`src/rtl/seg_scan_driver.sv`:
```
// -----------------------------------------------------------------------------
// seg_scan_driver
//
// Time-multiplexed driver for a common-anode 7-segment display. Every digit
// gets a slot of DIGIT_CYCLES clocks. The first BLANK_CYCLES clocks of a slot
// keep all anodes off to prevent ghosting. The rest of the slot drives the
// digit's active-low anode and its cathode byte. The whole display bus is
// snapshotted once per frame, so a value change never tears mid-scan.
//
// Ports:
//   clk          system clock
//   rst          asynchronous, active-low reset
//   display      DIGITS*8 flattened cathode bytes, byte i = digit i
//   brightness   4-bit duty setting (only when SEG_SCAN_BRIGHTNESS_EN)
//   AN           active-low anode enables, at most one bit low
//   CAT          cathode byte of the lit digit, 8'hFF when nothing is lit
//   digit_idx    digit whose slot is in progress
//   frame_start  one-cycle pulse in the first cycle of digit 0's slot
//
// Build option:
//   SEG_SCAN_BRIGHTNESS_EN -- adds the brightness input. Inside the ON part
//   of a slot, the anode is enabled only while the low nibble of
//   (counter - BLANK_CYCLES) <= brightness. brightness is held per frame and
//   resets to 15 (full on).
// -----------------------------------------------------------------------------
module seg_scan_driver #(
  parameter int DIGITS       = 8,
  parameter int DIGIT_CYCLES = 100000,
  parameter int BLANK_CYCLES = 1000,
  localparam int IW = (DIGITS > 1) ? $clog2(DIGITS) : 1,
  localparam int CW = (DIGIT_CYCLES > 1) ? $clog2(DIGIT_CYCLES) : 1
) (
  input  logic                  clk,
  input  logic                  rst,
  input  logic [DIGITS*8-1:0]   display,
`ifdef SEG_SCAN_BRIGHTNESS_EN
  input  logic [3:0]            brightness,
`endif
  output logic [DIGITS-1:0]     AN,
  output logic [7:0]            CAT,
  output logic [IW-1:0]         digit_idx,
  output logic                  frame_start
);

  typedef enum logic {ST_BLANK, ST_ON} state_t;

  localparam logic [CW-1:0] CNT_LAST   = CW'(DIGIT_CYCLES - 1);
  localparam logic [CW-1:0] BLANK_LAST = CW'(BLANK_CYCLES - 1);
  localparam logic [IW-1:0] DIG_LAST   = IW'(DIGITS - 1);

  state_t              state_q, state_d;
  logic [IW-1:0]       digit_q, digit_d;
  logic [CW-1:0]       cnt_q, cnt_d;
  logic                run_q;
  logic [7:0]          frame_q [DIGITS];
  logic [7:0]          frame_d [DIGITS];
  logic [DIGITS-1:0]   an_q, an_d;
  logic [7:0]          cat_q, cat_d;
  logic                fs_q, fs_d;
  logic                snap;
  logic                lit;
`ifdef SEG_SCAN_BRIGHTNESS_EN
  logic [3:0]          bright_q, bright_d;
`endif

  // Snapshot on the edge that ends the first cycle of a frame.
  assign snap = (state_q == ST_BLANK) && (digit_q == '0) && (cnt_q == '0);

  genvar gi;
  generate
    for (gi = 0; gi < DIGITS; gi++) begin : g_frame
      assign frame_d[gi] = snap ? display[gi*8 +: 8] : frame_q[gi];
    end
  endgenerate

`ifdef SEG_SCAN_BRIGHTNESS_EN
  assign bright_d = snap ? brightness : bright_q;
`endif

  // Next-state logic for the FSM.
  // run_q is low for the single cycle after reset release. In that cycle the
  // scan position holds at digit 0 / BLANK / count 0. This lets the output
  // flops load the count-0 values, so the first visible cycle after reset
  // already shows frame_start.
  always_comb begin
    state_d = state_q;
    digit_d = digit_q;
    cnt_d   = cnt_q;
    if (run_q) begin
      if (cnt_q == CNT_LAST) begin
        cnt_d   = '0;
        state_d = ST_BLANK;
        digit_d = (digit_q == DIG_LAST) ? '0 : digit_q + IW'(1);
      end else begin
        cnt_d = cnt_q + CW'(1);
        if (cnt_q == BLANK_LAST) begin
          state_d = ST_ON;
        end
      end
    end
  end

  // Output registers are loaded from the next-state values.
  // This makes AN/CAT/digit_idx/frame_start describe the cycle they are
  // visible in. CAT reads frame_d so a digit that lights right after the
  // snapshot edge already shows the new frame.
  always_comb begin
    lit = (state_d == ST_ON);
`ifdef SEG_SCAN_BRIGHTNESS_EN
    if ((4'(cnt_d) - 4'(BLANK_CYCLES)) > bright_d) begin
      lit = 1'b0;
    end
`endif
    an_d  = '1;
    cat_d = 8'hFF;
    if (lit) begin
      an_d  = ~(DIGITS'(1) << digit_d);
      cat_d = frame_d[digit_d];
    end
    fs_d = (state_d == ST_BLANK) && (digit_d == '0) && (cnt_d == '0);
  end

  always_ff @(posedge clk or negedge rst) begin
    if (!rst) begin
      state_q  <= ST_BLANK;
      digit_q  <= '0;
      cnt_q    <= '0;
      run_q    <= 1'b0;
      an_q     <= '1;
      cat_q    <= 8'hFF;
      fs_q     <= 1'b0;
      for (int i = 0; i < DIGITS; i++) begin
        frame_q[i] <= 8'hFF;
      end
`ifdef SEG_SCAN_BRIGHTNESS_EN
      bright_q <= 4'hF;
`endif
    end else begin
      state_q  <= state_d;
      digit_q  <= digit_d;
      cnt_q    <= cnt_d;
      run_q    <= 1'b1;
      an_q     <= an_d;
      cat_q    <= cat_d;
      fs_q     <= fs_d;
      for (int i = 0; i < DIGITS; i++) begin
        frame_q[i] <= frame_d[i];
      end
`ifdef SEG_SCAN_BRIGHTNESS_EN
      bright_q <= bright_d;
`endif
    end
  end

  assign AN          = an_q;
  assign CAT         = cat_q;
  assign digit_idx   = digit_q;
  assign frame_start = fs_q;

endmodule

```
`config.mk`:
```
export PLATFORM = sky130hd
export DESIGN_NAME = seg_scan_driver
export DESIGN_NICKNAME = d
export VERILOG_FILES = /design/src/rtl/seg_scan_driver.sv
export SDC_FILE = /design/constraint.sdc
export NUM_CORES = 1
export LEC_CHECK = 0
export ABC_AREA = 1
export CAP_MARGIN = 5
export CORE_ASPECT_RATIO = 1.1
export CORE_UTILIZATION = 28
export CTS_CLUSTER_SIZE = 8
export DETAILED_ROUTE_END_ITERATION = 10
export HOLD_SLACK_MARGIN = 0.05
export PLACE_DENSITY_LB_ADDON = 0.2
export SLEW_MARGIN = 30
export SYNTH_ARGS = -nofsm -noshare
export SYNTH_HDL_FRONTEND = slang
export SYNTH_SLANG_ARGS = --single-unit
```
`constraint.sdc`:
```
create_clock -name clk -period 1.8 [get_ports clk]
set_input_delay 0.27 -clock clk [delete_from_list [all_inputs] [get_ports clk]]
set_output_delay 0.27 -clock clk [all_outputs]
set_load 0.05 [all_outputs]
```
==> results of run 1 <==
[cells in the mapped netlist (all sizes together)]
cell,number
dfstp,80
xnor2,1
or2,1
conb,1
o21bai,1
dfrtp,23
a21o,1
inv,98
buf,23
nor3,4
nand3b,1
xor2,3
nand4,21
nand3,49
nor2,64
o21ai,57
nand2,226
ha,5
[state kept, by name, summed over array words and instances, names as in the netlist]
| signal | cells |
|---|---|
| AN | 8 |
| CAT | 8 |
| cnt_q | 17 |
| digit_idx | 3 |
| frame_q | 64 |
| frame_start | 1 |
| run_q | 1 |
| state_q | 1 |
[kinds of logic after synthesis]
group,Yosys count,synth area share
compound gates,59,0.07495
buf+inv,121,0.1054
other cells,1,0.0006869
fa+ha+maj,5,0.01146
simple gates,366,0.3106
xor+xnor,4,0.006419
flops,103,0.4905
[per-layer routing]
layer,global-route usage,wire [microns],up-vias
met3,0.02965,760,13
met2,0.2741,8028,94
met4,0.04607,195,0
met5,0,0,-
li1,-,-,2479
met1,0.2209,7392,2311
[power breakdown]
part	switching [uW]	leakage, uW	total, uW	internal (uW)
Sequential	310	0.00114	3850	3540
Combinational	2030	0.00294	4160	2130
Clock	957	0.000150	2040	1080
[final cells by class]
type / instances / area share
clock buffer: 11 / 0.03001
clock inverter: 5 / 0.005121
inverter: 98 / 0.04381
multi-input combinational: 436 / 0.3232
sequential: 103 / 0.3048
tap: 247 / 0.03514
timing repair buffer: 230 / 0.2579
[timing repair]
action,in CTS,in global routing
setup endpoints to repair,18,67
cloned,5,5
setup buffers,12,13
pin swaps,24,61
gates resized for setup,67,132
[per-stage QoR]
stage | setup TNS [ns] | hold slack, ns | worst slack (ns) | cell area (sq um) | total power [uW]
2_1_floorplan | -1.148 | -0.02559 | -0.1482 | 5464 | 5549
3_3_place_gp | -2.449 | 0.4692 | -0.2362 | 7282 | 6956
3_5_place_dp | -2.665 | 0.4728 | -0.2591 | 7282 | 6993
4_1_cts | -1.704 | 0.1422 | -0.2039 | 8094 | 9466
5_1_grt | -3.495 | 0.1638 | -0.2954 | 8796 | 10720
6_report | -1.595 | 0.1237 | -0.1900 | 8796 | 10060
[critical path: cells and delay by family, from the launching register on]
kind	cells	cell delay, ns
fa+ha+maj	2	0.31
buf+inv	3	0.37
flops	1	0.42
simple gates	8	0.82
[worst paths after layout]
kind | start | end | slack, ns | cells after the start
max | digit_idx[1]$_DFF_PN0_ | CAT[4]$_DFF_PN1_ | -0.19 | 13
min | rst | frame_q[29]$_DFF_PN1_ | 0.12 | 1
max reg2reg | digit_idx[1]$_DFF_PN0_ | CAT[4]$_DFF_PN1_ | -0.19 | 13
min reg2reg | frame_q[36]$_DFF_PN1_ | frame_q[36]$_DFF_PN1_ | 0.48 | 2
max in group asynchronous | rst | frame_q[33]$_DFF_PN1_ | 1.34 | 2
min in group clk | display[54] | frame_q[14]$_DFF_PN1_ | 0.44 | 3
==> results_dict.tcl, run 1 <==
set metrics [dict create \
    outcome "finished, violations left" \
    violations "negative setup slack" \
    ys_ff_latch 103 \
    multi_input_area_sq_um 2843 \
    ys_warn_count 0 \
    drive_above_1_share 0.5130 \
    core_sq_um 19100 \
    dp_cells 1080 \
    placement.io_buffers 85 \
    clkTransAtPathRegs_ns 0.08 \
    final_antenna_net_count 0 \
    seq_area_frac_synth 0.4905 \
    worstSetupPathType "reg -> reg" \
    rsz0062_at_grt "yes" \
    cp.required_ns 2.09 \
    clock_skew_ns 0.008914 \
    synthDistinctLibCells 32 \
    fin_util 0.4606 \
    drt-initial-drc-count 210 \
    synth_top_cell_by_area "dfstp_2" \
    cts_tree "built" \
    drc 0 \
    fin_crit_ns 1.990 \
    vias 4897 \
    diodes 0 \
    fin_nets 949 \
    grt_pass1_vias 4900 \
    setup_viol 11 \
    cts_hold_buf 0 \
    p_leak_uw 0.004229 \
    drv_cap 0 \
    crit_path_max_fanout 5 \
    p_per_area_nw_per_um2 1143 \
    grt_max_degree 42 \
    dr.pass1.iters 4 \
    antenna_found_initial 0 \
    ir_drop_uv 813.5 \
    dp_hpwl_mm 10.75 \
    synth_nets 730 \
    cpPeakStageDelay_ns 0.42 \
    cts_max_level 3 \
    via_per_inst 4.334 \
    syn_area_sq_um 5459 \
    crit_slowest_cell "dfrtp_2" \
    fillCellCount 1847 \
    syn2layout_area_growth_pct 61.13 \
    layout_common_cells "nand2_1 (165), buf_4 (129), inv_1 (83), dfstp_2 (80), clkdlybuf4s50_1 (64)" \
    yosysTopAreaCellShare 0.3851 \
    startpoint_type "flop" \
    overflow 0 \
    synth_area_leaders "dfstp_2 (39%), nand2_1 (15%), dfrtp_1 (11%)" \
    cp_cell_sequence "buf_6 > ha_4 > ha_4 > nor2_2 > inv_1 > nand4_1 > nand2_4 > nor2_4 > clkbuf_16 > nand2_2 > nand2_1 > nor2_1 > nor2_1" \
    clk_latency_ns 0.36 \
    hold_viol 0 \
    fp-row-count 53 \
    layout_setup_ws_ns -0.1900 \
    ff_latch_area_sq_um 2681 \
    max_freq_ghz 0.5025 \
    fin_cells 1130 \
    finalCritPeriodShare 1.106 \
    clock-root-buffer "clkbuf_16" \
    die_x_microns 135.1 \
    die_y_microns 148.4 \
    initial_core_util 0.2858 \
    wire_per_inst_microns 14.49 \
    clk_path_buf_depth 2 \
    syn_avg_cell_area_sq_um 8.284 \
    grt_pass1_wl_mm 25.52 \
    totalWireLength_mm 16.38 \
    track_usage 0.1658 \
    postSynthCellCount 659 \
    num_io_pins 86 \
    drv_slew 0 \
    numCtsBuffers 9 \
    worstPathArrival_ns 2.28 \
    die-area_sq_um 20060 \
    clock_sinks 103 \
    final_common_cell "nand2_1" \
    gp_congestion 0.7905 \
    endpoint_kind "flop" \
    hp-class "in -> async" \
]
No activity file was read; power rests on OpenSTA's default activity.
==> inputs of run 2 (changes only) <==
--- a/config.mk
+++ b/config.mk
@@ -11,6 +11,7 @@
 export CORE_UTILIZATION = 28
 export CTS_CLUSTER_SIZE = 8
 export DETAILED_ROUTE_END_ITERATION = 10
+export GPL_TIMING_DRIVEN = 1
 export HOLD_SLACK_MARGIN = 0.05
 export PLACE_DENSITY_LB_ADDON = 0.2
 export SLEW_MARGIN = 30
==> results of run 2 <==
The final DEF is identical to that of run 1; final timing and power are the same.
